`src/rtl/muldiv_pkg.sv`:
```
// -----------------------------------------------------------------------------
// muldiv_pkg
//   Shared types for the iterative multiply/divide unit.
//   op_t    : operation selector driven by the EX stage.
//   state_t : control state of muldiv_unit.
//   is_signed / is_div : small decode helpers used by the unit and its bench.
// -----------------------------------------------------------------------------
package muldiv_pkg;

    typedef enum logic [1:0] {
        MULT  = 2'd0,
        MULTU = 2'd1,
        DIV   = 2'd2,
        DIVU  = 2'd3
    } op_t;

    typedef enum logic [1:0] {
        IDLE = 2'd0,
        RUN  = 2'd1,
        FIX  = 2'd2,
        DONE = 2'd3
    } state_t;

    function automatic logic is_signed(input op_t op);
        return (op == MULT) || (op == DIV);
    endfunction

    function automatic logic is_div(input op_t op);
        return (op == DIV) || (op == DIVU);
    endfunction

endpackage

```
`src/rtl/muldiv_step.sv`:
```
// -----------------------------------------------------------------------------
// muldiv_step
//   Combinational single radix-2 iteration of the multiply/divide datapath.
//   Multiply (is_div=0): acc += b_i[0] ? aux : 0; aux <<= 1; b >>= 1.
//     acc = 2W product accumulator, aux = left-shifting multiplicand,
//     b   = right-shifting multiplier (all zero once no set bits remain).
//   Divide (is_div=1): restoring step on acc = {remainder, dividend/quotient},
//     b = divisor; one quotient bit enters acc[0] per call.
// Ports:
//   is_div        in   select divide step
//   acc_i/acc_o   2W   accumulator in/out
//   aux_i/aux_o   2W   shifted multiplicand in/out (passes through on divide)
//   b_i/b_o       W    multiplier / divisor in/out
// -----------------------------------------------------------------------------
module muldiv_step #(
    parameter int WIDTH = 32
) (
    input  logic                 is_div,
    input  logic [2*WIDTH-1:0]   acc_i,
    input  logic [2*WIDTH-1:0]   aux_i,
    input  logic [WIDTH-1:0]     b_i,
    output logic [2*WIDTH-1:0]   acc_o,
    output logic [2*WIDTH-1:0]   aux_o,
    output logic [WIDTH-1:0]     b_o
);

    logic [WIDTH-1:0] rem;
    logic [WIDTH-1:0] quo;
    logic [WIDTH:0]   shifted;
    logic [WIDTH:0]   trial;

    assign rem     = acc_i[2*WIDTH-1:WIDTH];
    assign quo     = acc_i[WIDTH-1:0];
    // Remainder stays below the divisor, so the shifted partial remainder
    // needs one extra bit and the successful difference fits back in WIDTH.
    assign shifted = {rem, quo[WIDTH-1]};
    assign trial   = shifted - {1'b0, b_i};

    always_comb begin
        if (is_div) begin
            aux_o = aux_i;
            b_o   = b_i;
            if (!trial[WIDTH]) begin
                acc_o = {trial[WIDTH-1:0], quo[WIDTH-2:0], 1'b1};
            end else begin
                acc_o = {shifted[WIDTH-1:0], quo[WIDTH-2:0], 1'b0};
            end
        end else begin
            acc_o = acc_i + (b_i[0] ? aux_i : '0);
            aux_o = aux_i << 1;
            b_o   = b_i >> 1;
        end
    end

endmodule

```
`src/rtl/muldiv_unit.sv`:
```
// -----------------------------------------------------------------------------
// muldiv_unit
//   Iterative signed/unsigned multiply and divide with architectural HI/LO.
//   Start is accepted in IDLE or DONE; RUN performs k radix-2 steps, FIX applies
//   signs and writes HI/LO, DONE pulses done for one cycle.
//   Optional macro MULDIV_EARLY_OUT_EN: a multiply leaves RUN as soon as the
//   remaining multiplier bits are zero (divide always takes WIDTH steps).
// Ports:
//   clk, reset      rising-edge clock, synchronous active-high reset
//   start, op, a, b launch an operation
//   cancel          abort any in-flight operation (pipeline flush)
//   hi_we, lo_we    mthi / mtlo write enables, data on wdata
//   busy            high in RUN and FIX
//   done            one-cycle completion pulse
//   hi, lo          HI / LO registers
// -----------------------------------------------------------------------------
module muldiv_unit
    import muldiv_pkg::*;
#(
    parameter  int WIDTH = 32,
    localparam int CNT_W = $clog2(WIDTH + 1)
) (
    input  logic             clk,
    input  logic             reset,
    input  logic             start,
    input  op_t              op,
    input  logic [WIDTH-1:0] a,
    input  logic [WIDTH-1:0] b,
    input  logic             cancel,
    input  logic             hi_we,
    input  logic             lo_we,
    input  logic [WIDTH-1:0] wdata,
    output logic             busy,
    output logic             done,
    output logic [WIDTH-1:0] hi,
    output logic [WIDTH-1:0] lo
);

    localparam logic [CNT_W-1:0] LAST_CNT = CNT_W'(WIDTH - 1);

    state_t             state_q, state_d;
    op_t                op_q, op_d;
    logic [CNT_W-1:0]   cnt_q, cnt_d;
    logic [2*WIDTH-1:0] acc_q, acc_d;
    logic [2*WIDTH-1:0] aux_q, aux_d;
    logic [WIDTH-1:0]   b_q, b_d;
    logic               neg_a_q, neg_a_d;
    logic               neg_b_q, neg_b_d;
    logic               div0_q, div0_d;
    logic [WIDTH-1:0]   hi_q, hi_d;
    logic [WIDTH-1:0]   lo_q, lo_d;
    logic               busy_q, busy_d;
    logic               done_q, done_d;

    logic [2*WIDTH-1:0] step_acc;
    logic [2*WIDTH-1:0] step_aux;
    logic [WIDTH-1:0]   step_b;

    muldiv_step #(.WIDTH(WIDTH)) u_step (
        .is_div (is_div(op_q)),
        .acc_i  (acc_q),
        .aux_i  (aux_q),
        .b_i    (b_q),
        .acc_o  (step_acc),
        .aux_o  (step_aux),
        .b_o    (step_b)
    );

    // Operand magnitudes captured on the start edge.
    logic             sgn_op;
    logic [WIDTH-1:0] mag_a;
    logic [WIDTH-1:0] mag_b;

    assign sgn_op = is_signed(op);
    assign mag_a  = (sgn_op && a[WIDTH-1]) ? -a : a;
    assign mag_b  = (sgn_op && b[WIDTH-1]) ? -b : b;

    // Sign fix-up results, consumed in FIX.
    logic               neg_res;
    logic [2*WIDTH-1:0] prod_s;
    logic [WIDTH-1:0]   rem_raw, quo_raw;
    logic [WIDTH-1:0]   rem_s, quo_s;
    logic [WIDTH-1:0]   res_hi, res_lo;

    assign neg_res = neg_a_q ^ neg_b_q;
    assign prod_s  = neg_res ? -acc_q : acc_q;
    assign rem_raw = acc_q[2*WIDTH-1:WIDTH];
    assign quo_raw = acc_q[WIDTH-1:0];
    // Remainder follows the dividend; with a zero divisor the restoring loop
    // leaves |a| in the remainder, so this also reproduces hi = a.
    assign rem_s   = neg_a_q ? -rem_raw : rem_raw;
    assign quo_s   = neg_res ? -quo_raw : quo_raw;
    assign res_hi  = is_div(op_q) ? rem_s : prod_s[2*WIDTH-1:WIDTH];
    assign res_lo  = is_div(op_q) ? (div0_q ? '1 : quo_s) : prod_s[WIDTH-1:0];

    logic run_last;

    always_comb begin
        // NOTE: every _d defaults to its _q so no path through this block
        // leaves a variable unassigned and infers a latch.
        state_d = state_q;
        op_d    = op_q;
        cnt_d   = cnt_q;
        acc_d   = acc_q;
        aux_d   = aux_q;
        b_d     = b_q;
        neg_a_d = neg_a_q;
        neg_b_d = neg_b_q;
        div0_d  = div0_q;
        hi_d    = hi_q;
        lo_d    = lo_q;

        run_last = (cnt_q == LAST_CNT);
`ifdef MULDIV_EARLY_OUT_EN
        if (!is_div(op_q) && (step_b == '0)) begin
            run_last = 1'b1;
        end
`endif

        // NOTE: cancel outranks start and the FIX write, and also drops any
        // same-cycle mthi/mtlo, so a flushed instruction leaves no trace.
        if (cancel) begin
            state_d = IDLE;
        end else begin
            unique case (state_q)
                IDLE, DONE: begin
                    state_d = IDLE;
                    if (start) begin
                        state_d = RUN;
                        op_d    = op;
                        cnt_d   = '0;
                        neg_a_d = sgn_op & a[WIDTH-1];
                        neg_b_d = sgn_op & b[WIDTH-1];
                        div0_d  = is_div(op) && (b == '0);
                        b_d     = mag_b;
                        if (is_div(op)) begin
                            acc_d = {{WIDTH{1'b0}}, mag_a};
                            aux_d = '0;
                        end else begin
                            acc_d = '0;
                            aux_d = {{WIDTH{1'b0}}, mag_a};
                        end
                    end
                end
                RUN: begin
                    acc_d = step_acc;
                    aux_d = step_aux;
                    b_d   = step_b;
                    cnt_d = cnt_q + CNT_W'(1);
                    if (run_last) begin
                        state_d = FIX;
                    end
                end
                FIX: begin
                    hi_d    = res_hi;
                    lo_d    = res_lo;
                    state_d = DONE;
                end
                default: state_d = IDLE;
            endcase

            // mthi/mtlo write immediately except in FIX, where the result wins.
            if (state_q != FIX) begin
                if (hi_we) hi_d = wdata;
                if (lo_we) lo_d = wdata;
            end
        end

        busy_d = (state_d == RUN) || (state_d == FIX);
        done_d = (state_d == DONE);
    end

    always_ff @(posedge clk) begin
        // NOTE: working registers are cleared on reset too, so a reset in the
        // middle of an operation leaves no stale partial result behind.
        if (reset) begin
            state_q <= IDLE;
            op_q    <= MULT;
            cnt_q   <= '0;
            acc_q   <= '0;
            aux_q   <= '0;
            b_q     <= '0;
            neg_a_q <= 1'b0;
            neg_b_q <= 1'b0;
            div0_q  <= 1'b0;
            hi_q    <= '0;
            lo_q    <= '0;
            busy_q  <= 1'b0;
            done_q  <= 1'b0;
        end else begin
            // NOTE: non-blocking assignments so every flop samples the
            // pre-edge value of every other flop.
            state_q <= state_d;
            op_q    <= op_d;
            cnt_q   <= cnt_d;
            acc_q   <= acc_d;
            aux_q   <= aux_d;
            b_q     <= b_d;
            neg_a_q <= neg_a_d;
            neg_b_q <= neg_b_d;
            div0_q  <= div0_d;
            hi_q    <= hi_d;
            lo_q    <= lo_d;
            busy_q  <= busy_d;
            done_q  <= done_d;
        end
    end

    assign busy = busy_q;
    assign done = done_q;
    assign hi   = hi_q;
    assign lo   = lo_q;

endmodule

```
`config.mk`:
```
export PLATFORM = sky130hd
export DESIGN_NAME = muldiv_unit
export DESIGN_NICKNAME = d
export VERILOG_FILES = /design/src/rtl/muldiv_pkg.sv /design/src/rtl/muldiv_step.sv /design/src/rtl/muldiv_unit.sv
export SDC_FILE = /design/constraint.sdc
export NUM_CORES = 1
export LEC_CHECK = 0
export BUFFER_PORTS_ARGS = -buffer_cell sky130_fd_sc_hd__buf_4
export CAP_MARGIN = 20
export CORE_MARGIN = 2
export CORE_UTILIZATION = 35
export DETAILED_ROUTE_END_ITERATION = 7
export HOLD_SLACK_MARGIN = 0.12
export PLACE_DENSITY = 0.59
export SLEW_MARGIN = 0
export SYNTH_ARGS = -nofsm -noshare
export SYNTH_HDL_FRONTEND = slang
export SYNTH_SLANG_ARGS = --single-unit
```
`constraint.sdc`:
```
create_clock -name clk -period 6.4 [get_ports clk]
set_input_delay 1.28 -clock clk [delete_from_list [all_inputs] [get_ports clk]]
set_output_delay 1.28 -clock clk [all_outputs]
set_load 0.01 [all_outputs]
```
-- Word level (Yosys, flattened, before mapping)
Index checks and enable logic that the tools add are counted.
- flip-flop bits (word level): 239
- input bits: 104
- output and inout port bits: 66
- word-level logic and storage cells: 87
- add/subtract/negate cells: 8
- equality and inequality tests: 14
- mux-type cells: 33
- bitwise gates (word level): 4
- reduce and logical (&&, ||, !) cells: 15
- operator list (operator ; number):
    32-bit 2-to-1 mux ; 17
    64-bit 2-to-1 mux ; 7
    64-bit case mux with 2 select lines ; 2
    32-bit negator ; 4
    64-bit adder ; 1
    64-bit negator ; 1
    32-bit case mux with 2 select lines ; 1
    33-bit by 32-bit subtractor with 33-bit output ; 1
    32-bit zero test ; 1
    2-bit == test, second input constant ; 8
    6-bit case mux with 2 select lines ; 1
    6-bit by 1-bit adder with 6-bit output, second input constant ; 1
    6-bit by 5-bit == test with 1-bit output, second input constant ; 1
    6-bit 2-to-1 mux ; 1
    2-bit inequality test, second input constant ; 3
    2-bit case mux with 3 select lines ; 1
    3-bit AND reduction ; 2
    2-bit by 1-bit == test with 1-bit output, second input constant ; 2
    2-bit zero test ; 2
    1-bit logical OR ; 4
    2-bit 2-to-1 mux ; 2
    4-bit AND reduction ; 1
    1-bit logical AND ; 3
    1-bit bitwise AND ; 2
    5 further kinds ; 5

-- Longest topological paths before layout
Gate-level depths: netlist (run 1).
- depth after elaboration: 7
- gate-level depth with buffers: 15

-- By module
A second synthesis (run 1) with hierarchy kept.
- cell total of the unflattened synthesis: 2799
- area, all modules: 20606.0 um2
- by module, submodules not included (module ; times used ; cells each ; area an instance (um2) ; seq. area each (um2)):
    muldiv_unit ; 1 ; 1604 ; 12590.8 ; 4764.6
    muldiv_step ; 1 ; 1195 ; 8015.2 ; 0.0

-- Worst setup path after synthesis (run 1)
OpenSTA, ideal clock, no wires.
- path kind: input to register
- from: in a[11]
- to: reg acc_q[27]
- library setup time: 0.091 ns
- arrival: 3.441 ns
- required time: 6.309 ns
- slack: 2.868 ns
- cell stages on the path: 9
- path buffers: 1
- path through: or4_1 -> or3_1 -> clkbuf_1 -> nor3_2 -> nand2_1 -> o31ai_1 -> xnor2_1 -> a22oi_1 -> a311oi_1
- word-level cells in the longest chain between the ends: 5
- RTL lines (what ; RTL line ; source):
    start, declared ; muldiv_unit.sv:27 ; input logic [WIDTH-1:0] a,
    32-bit negator ; muldiv_unit.sv:75 ; assign mag_a = (sgn_op && a[WIDTH-1]) ? -a : a;
    32-bit 2-to-1 mux ; muldiv_unit.sv:75 ;
    32-bit 2-to-1 mux ; muldiv_unit.sv:136 ; if (is_div(op)) begin
    64-bit 2-to-1 mux ; muldiv_unit.sv:128 ; if (start) begin
    64-bit case mux with 2 select lines ; muldiv_unit.sv:125 ; unique case (state_q)
    end signal, assigned ; muldiv_unit.sv:180 ; acc_q <= '0;
    end signal, assigned ; muldiv_unit.sv:196 ; acc_q <= acc_d;
    end, declared ; muldiv_unit.sv:44 ; logic [2*WIDTH-1:0] acc_q, acc_d;
Every way passes these cells. The select of a mux whose other input is x is not followed.
A chain may end at the register's enable or synchronous reset.

-- Worst setup path in the final report (run 1)
- from: reg b_q[0]
- to: reg acc_q[59]
- word-level cells in the longest chain between the ends: 4
- elaborated cells on any way between the ends: 6
- classes of those cells: add/sub: 2; mux: 4
- RTL lines (what ; RTL line ; source):
    start, declared ; muldiv_unit.sv:46 ; logic [WIDTH-1:0] b_q, b_d;
    start signal, assigned ; muldiv_unit.sv:182 ; b_q <= '0;
    start signal, assigned ; muldiv_unit.sv:198 ; b_q <= b_d;
    64-bit 2-to-1 mux / 33-bit by 32-bit subtractor with 33-bit output (equally long branches) ; muldiv_step.sv:49, muldiv_step.sv:37 ;
    64-bit adder / 64-bit 2-to-1 mux (equally long branches) ; muldiv_step.sv:49, muldiv_step.sv:43 ;
    64-bit 2-to-1 mux * ; muldiv_step.sv:40 ; if (is_div) begin
    64-bit case mux with 2 select lines * ; muldiv_unit.sv:125 ;
Every way passes the cells marked *; elsewhere a longest branch is shown, timed or not.

==> summary.md, run 1 <==
| Metric | Value |
|---|---|
| RSZ-0062 raised after global routing | `no` |
| WP data required | `6840 ps` |
| Setup violators final | `0` |
| Syn nets | `2817` |
| Synth Instances | `2608` |
| Met3 Wirelength | `5960 um` |
| Power, Total | `0.00438 W` |
| Postcts setup bufs | `0` |
| Initial core utilization | `35.3%` |
| GRT overflow | `0` |
| Post-CTS sizing | `0` |
| CTS Root Cell | `clkbuf_16` |
| Die height | `237 um` |
| Pwr/cell area | `201 mW/mm2` |
| Longest Clk Path Bufs | `3` |
| Top FF cell, synth | `dfxtp_1` |
| Drt first pass iters | `6` |
| Synthesized flop and latch total | `238` |
| Startpoint class of the critical path | `register` |
| Yosys warns | `0` |
| IO Port Bufs | `169` |
| Met1 WL | `34000 um` |
| Top cell type's share of synthesized area | `25.1%` |
| TritonCTS buffer count | `31` |
| Core ar. | `0.0537 mm2` |
| Clock transition at path regs | `60 ps` |
| GR Util All Layers | `24.5%` |
| Peak supply drop | `0.210 mV` |
| CP Capture Type | `register` |
| Seq/Total Area, Yosys | `25.1%` |
| Worst Path Max Fanout | `27` |
| Worst rel slew slack | `34.2%` |
| Critical path origin | `b_q[0]` |
| Largest net degree at the start of global routing | `100` |
| Min-delay worst type | `register to register` |
| Post-synth top area cell | `dfxtp_1` |
| Clock skew | `22.1 ps` |
| Synth cell types | `89` |
| Multi-input logic area | `0.0133 mm2` |
| Clk sinks | `238` |
| Routability congestion estimate | `0.979` |
| Area contributors post-synth | `dfxtp_1 (25%), ha_1 (6.8%), nor2_1 (6.8%)` |
| Global-route wire length before repair | `109000 um` |
| Post-route ant nets | `0` |
| CTS tree | `yes` |
| DR WL met2 | `29600 um` |
| FFs w/ async S/R, synth | `0%` |
| Final wirelength | `71400 um` |
| CTS H-tree depth | `1` |
| Status | `finished, final reports clean` |
| Max Cap Viol | `0` |
| DRC Markers | `0` |
| Area growth syn-to-layout | `14.7%` |
| Top Layer Used | `met4` |
| DRT iter0 DRCs | `1885` |
| Final hold vios | `0` |
| IO Count | `170` |
| FP Rows | `85` |
| Mapped cell area | `0.0190 mm2` |
| # fillers | `5605` |
| Dpl hpwl | `55500 um` |
| Post-CTS Hold Buffers | `0` |
| Final #Nets | `2873` |
| Die ar. | `0.0561 mm2` |
| Post-synth EDFFs | `0` |
| Die Span X | `237 um` |
| Period utilization | `63.9%` |
| Worst hold start | `b_q[27]` |
| Average size of a mapped cell | `7.28 um2` |
| R2R setup slack | `2310 ps` |
| Slew @ Worst Pin | `982 ps` |
| P_leak | `8.55 nW` |
| Via count | `19600` |
| R2R Path Start | `b_q[0]` |
| Commonest non-fill, non-tap cells in the layout | `nor2_1 (341), nand2_1 (238), dfxtp_1 (237)` |
| WHS | `451 ps` |
| Commonest non-fill, non-tap cell in the layout | `nor2_1` |
| Layout cells sized above 1 | `10.8%` |
| Setup TNS | `0 ps` |
| Register area | `0.00477 mm2` |
| Final max-slew violation count | `0` |
| Worst skew pair latency | `600 ps` |
| Fmax | `245 MHz` |
| Initial antenna violation count | `0` |
| CP arrival | `4520 ps` |
| Vias in the first global route | `18300` |
| Tmin final | `4090 ps` |
| Vias per cell | `5.79` |
| WL/cell | `21.1 um` |
| Crit Path Class | `register to register` |
## logic make-up (layout without fill, tap and decap cells)
| family | after synthesis | after routing | synth area share, % |
|---|---|---|---|
| AND/OR/NAND/NOR | 958 | 958 | 23.7 |
| multiplexers | 33 | 33 | 1.75 |
| other | 0 | 1 | 0 |
| flip-flops | 238 | 238 | 25.1 |
| adder cells (fa/ha/maj) | 105 | 105 | 7.00 |
| AO/OA/AOI/OAI | 820 | 820 | 27.8 |
| XOR/XNOR | 210 | 210 | 9.69 |
| buffers and inverters | 244 | 324 | 4.92 |
## registers in the layout (all words and copies together), names as in the netlist, 2 cells and up
signal and flops:
hi 32, acc_q 64, state_q 2, lo 32, aux_q 64, cnt_q 6
b_q 32
## report_power, final
| group | switching [W] | leakage, nW | internal [W] |
|---|---|---|---|
| logic | 0.000593 | 6.12 | 0.000384 |
| registers | 0.0000946 | 1.95 | 0.00156 |
| clock network | 0.000727 | 0.483 | 0.00102 |
## worst paths after layout
| check | endpoint | cells past startpoint |
|---|---|---|
| hold reg to reg | b_q[27] | 2 |
| setup / recovery | acc_q[59] | 13 |
| setup reg to reg | acc_q[59] | 13 |
| hold / removal | b_q[27] | 2 |
## area by class of cell
cell class | count | share of cell area, %
multi-input combinational | 2126 | 61.3
clock buffer | 44 | 3.97
timing repair buffer | 193 | 6.85
clock inverter | 13 | 0.633
inverter | 74 | 1.28
antenna | 1 | 0.0115
tap | 696 | 4.00
sequential | 238 | 21.9
## worst max-delay path: stages (launching register included)
cell	delay, ps
dfxtp_1	410
buf_4	290
and2_1	180
ha_1	270
and2_1	190
a221oi_1	430
a21o_1	260
a211oi_1	100
o21ai_0	680
o32ai_1	260
or2_2	370
a21boi_1	180
xor2_1	160
o221ai_1	120
## synth_stat cells (all sizes together) (73+ instances only)
library cell / number
a21oi: 224
xnor2: 128
xor2: 82
inv: 73
dfxtp: 238
nor3: 100
nor2: 343
clkbuf: 147
o21ai: 162
ha: 103
and2: 80
nand2: 239
## metrics by stage
step,std cells,setup slack [ps],utilization [%],instance area (um2)
final,3385,2310,40.5,21800
after global routing,3384,2060,40.5,21800
after detailed placement,3324,2360,38.5,20700
after CTS,3381,2320,40.4,21700
after floorplan,2608,2870,-,19000
after global placement,3323,2450,38.5,20700
## layer usage
metal / GRT usage [%] / vias to the layer above
li1: - / 9539
met5: 0 / -
met2: 36.7 / 756
met1: 35.7 / 9198
met4: 6.52 / 0
met3: 4.80 / 96
Note: power is estimated with default switching activity, not from simulation.
==> run 2, diff against run 1 <==
Clock period 6.4 ns to 4.1 ns, I/O delays scaled along.
==> run 2 against run 1 <==
First-iteration DRC count is 0.95% higher. Largest cell class unchanged. Clock power grew 91%. Critical endpoint is now acc_q[44]. Utilization grew 1.3 points. Non-clock buffer count rose by 56.
==> summary.md, run 2 (synthesized netlist as in run 1, its figures left out) <==
| Metric | Value |
|---|---|
| CP Capture Type | `register` |
| Power, Total | `0.00751 W (+71%)` |
| Status | `finished, final reports clean` |
| Setup TNS | `0 ps (unchanged)` |
| CTS tree | `yes` |
| Final WS setup | `195 ps (-2120 ps)` |
| Tmin final | `3900 ps (-184 ps)` |
| IO Port Bufs | `169 (unchanged)` |
| Die ar. | `0.0561 mm2 (unchanged)` |
| P_int | `0.00521 W (+76%)` |
| DRC Markers | `0 (unchanged)` |
| Final #Nets | `2929 (+1.9%)` |
| Crit-path most repeated cell | `a21oi_1` |
| IO Count | `170 (unchanged)` |
| GR Util All Layers | `25.4% (+0.85 points)` |
| Vias in the first global route | `18800 (+3.0%)` |
| Post-CTS Hold Buffers | `0 (unchanged)` |
| Reg power frac | `34.1% (-3.7 points)` |
| CTS Root Cell | `clkbuf_16` |
| Drt first pass iters | `6 (unchanged)` |
| Final wirelength | `74200 um (+3.9%)` |
| Worst skew pair latency | `620 ps (+20 ps)` |
| Register area | `0.00477 mm2 (unchanged)` |
| Global-route wire length before repair | `112000 um (+3.0%)` |
| Initial antenna violation count | `0 (unchanged)` |
| Die Span X | `237 um (unchanged)` |
| Die height | `237 um (unchanged)` |
| Final core occ | `41.8% (+1.3 points)` |
| Clk sinks | `238 (unchanged)` |
| Routability congestion estimate | `0.955 (-2.5%)` |
| CP max stage cell | `a21oi_1` |
| Min-delay worst type | `register to register` |
| Setup violators final | `0 (unchanged)` |
| Antenna cell count | `0 (-1)` |
| Max Cap Viol | `0 (unchanged)` |
| P_leak | `8.97 nW (+4.9%)` |
| Area growth syn-to-layout | `18.2%` |
| Final max-slew violation count | `0 (unchanged)` |
| Pre-CTS setup slack | `304 ps (-2050 ps)` |
| Initial core utilization | `35.3% (unchanged)` |
| Top Registers | `acc_q: 64 flops, aux_q: 64 flops` |
| Startpoint class of the critical path | `register` |
| Commonest non-fill, non-tap cell in the layout | `nor2_1` |
| Commonest non-fill, non-tap cells in the layout | `nor2_1 (341), buf_4 (243), nand2_1 (238)` |
| Fmax | `256 MHz (+4.7%)` |
| RSZ-0062 raised after global routing | `no` |
| Critical path, cell by cell | `buf_12 -> and2_1 -> ha_1 -> fa_1 -> a211oi_1 -> o211ai_1 -> a21oi_1 -> nand2b_1 -> a211o_1 -> a21oi_1 -> a21oi_1 -> o31ai_1 -> xnor2_1 -> o221ai_1` |
| Peak supply drop | `0.372 mV (+77%)` |
| CTS H-tree depth | `1 (unchanged)` |
| Sw Ratio | `30.6% (-1.7 points)` |
| Multi-input logic area | `0.0133 mm2 (unchanged)` |
| DRT iter0 DRCs | `1903 (+0.95%)` |
| FP Rows | `85 (unchanged)` |
| # fillers | `5477 (-2.3%)` |
| Slew @ Worst Pin | `1040 ps (+59.7 ps)` |
| Final hold vios | `0 (unchanged)` |
| Vias per cell | `5.84 (+0.94%)` |
| CP max stage delay | `570 ps (-110 ps)` |
| Worst Path Max Fanout | `43 (+59%)` |
| Core ar. | `0.0537 mm2 (unchanged)` |
| Dpl hpwl | `57400 um (+3.4%)` |
| Period utilization | `95.2% (+31 points)` |
| Combinational Power Share | `21.4% (-0.9 points)` |
| Worst Reg-to-Reg Cells | `14 (+1)` |
| Layout cells sized above 1 | `12.9% (+2.1 points)` |
| Longest Clk Path Bufs | `3 (unchanged)` |
| CP arrival | `4350 ps (-170 ps)` |
| Post-route ant nets | `0 (unchanged)` |
| Pwr/cell area | `335 mW/mm2 (+66%)` |
| WHS Path Cells | `2 (unchanged)` |
| WP data required | `4550 ps (-2290 ps)` |
| Largest net degree at the start of global routing | `156 (+56%)` |
| Crit Path Class | `register to register` |
| Clock transition at path regs | `60 ps (about the same)` |
| WHS | `458 ps (+7.00 ps)` |
| GRT overflow | `0 (unchanged)` |
| Via count | `20100 (+2.6%)` |
| WL/cell | `21.6 um (+2.2%)` |
| Worst rel slew slack | `30.2% (-4.0 points)` |
| Clock skew | `36.5 ps (+14.3 ps)` |
| Sw Pwr | `0.00230 W (+62%)` |
| Clock network power share | `44.5% (+4.6 points)` |
| TritonCTS buffer count | `31 (unchanged)` |
-- run 2: metrics by stage --
step | cells | instance area, um2
floorplan | 2608 | 19000
global placement | 3382 | 21200
detailed placement | 3382 | 21200
CTS | 3440 | 22400
global route | 3441 | 22400
finish | 3441 | 22400
-- run 2: cell type report --
| cell class | count | area share [%] |
|---|---|---|
| Clock inverter | 18 | 1.62 |
| Timing Repair Buffer | 249 | 8.60 |
| Sequential cell | 238 | 21.2 |
| Multi-Input combinational cell | 2126 | 59.5 |
| Clock buffer | 40 | 3.92 |
| Inverter | 74 | 1.24 |
| Tap cell | 696 | 3.88 |
-- run 2: path summary, 6_finish.rpt --
| check | to | slack [ps] | from |
|---|---|---|---|
| worst min register to register | b_q[27] | 460 | b_q[27] |
| worst max register to register | acc_q[44] | 200 | b_q[0] |
| worst max-delay path | acc_q[44] | 200 | b_q[0] |
| worst min-delay path | b_q[27] | 460 | b_q[27] |
-- run 2: what timing repair did --
action,in CTS,in global routing
hold endpoints to repair,0,0
gates resized for setup,0,1
setup endpoints to repair,0,1
setup buffers,0,0
-- run 2: critical path, delay by kind of cell (launching register included) --
kind,cells,cell delay [ps]
AND/OR/NAND/NOR,2,390
adder cells (fa/ha/maj),2,430
AO/OA/AOI/OAI,8,2100
buffers and inverters,1,230
flip-flops,1,390
XOR/XNOR,1,160
-- run 2: power groups by stage --
stage	sequential, W	clock, W	combinational, W
finish	0.00256	0.00334	0.00161
global route	0.00258	0.00346	0.00174
CTS	0.00256	0.00338	0.00159
detailed placement	0.00261	0	0.00158
global placement	0.00261	0	0.00156
floorplan	0.00259	0	0.000993
-- run 2: layer usage --
layer	up-vias	global-route usage (%)	routed length, um	share of wire [%]
met1	9505	37.2	34800	47
met4	0	7.33	2050	2.8
li1	9630	-	-	-
met2	853	37.5	30500	41
met3	113	4.71	6810	9.2
met5	-	0	0	0
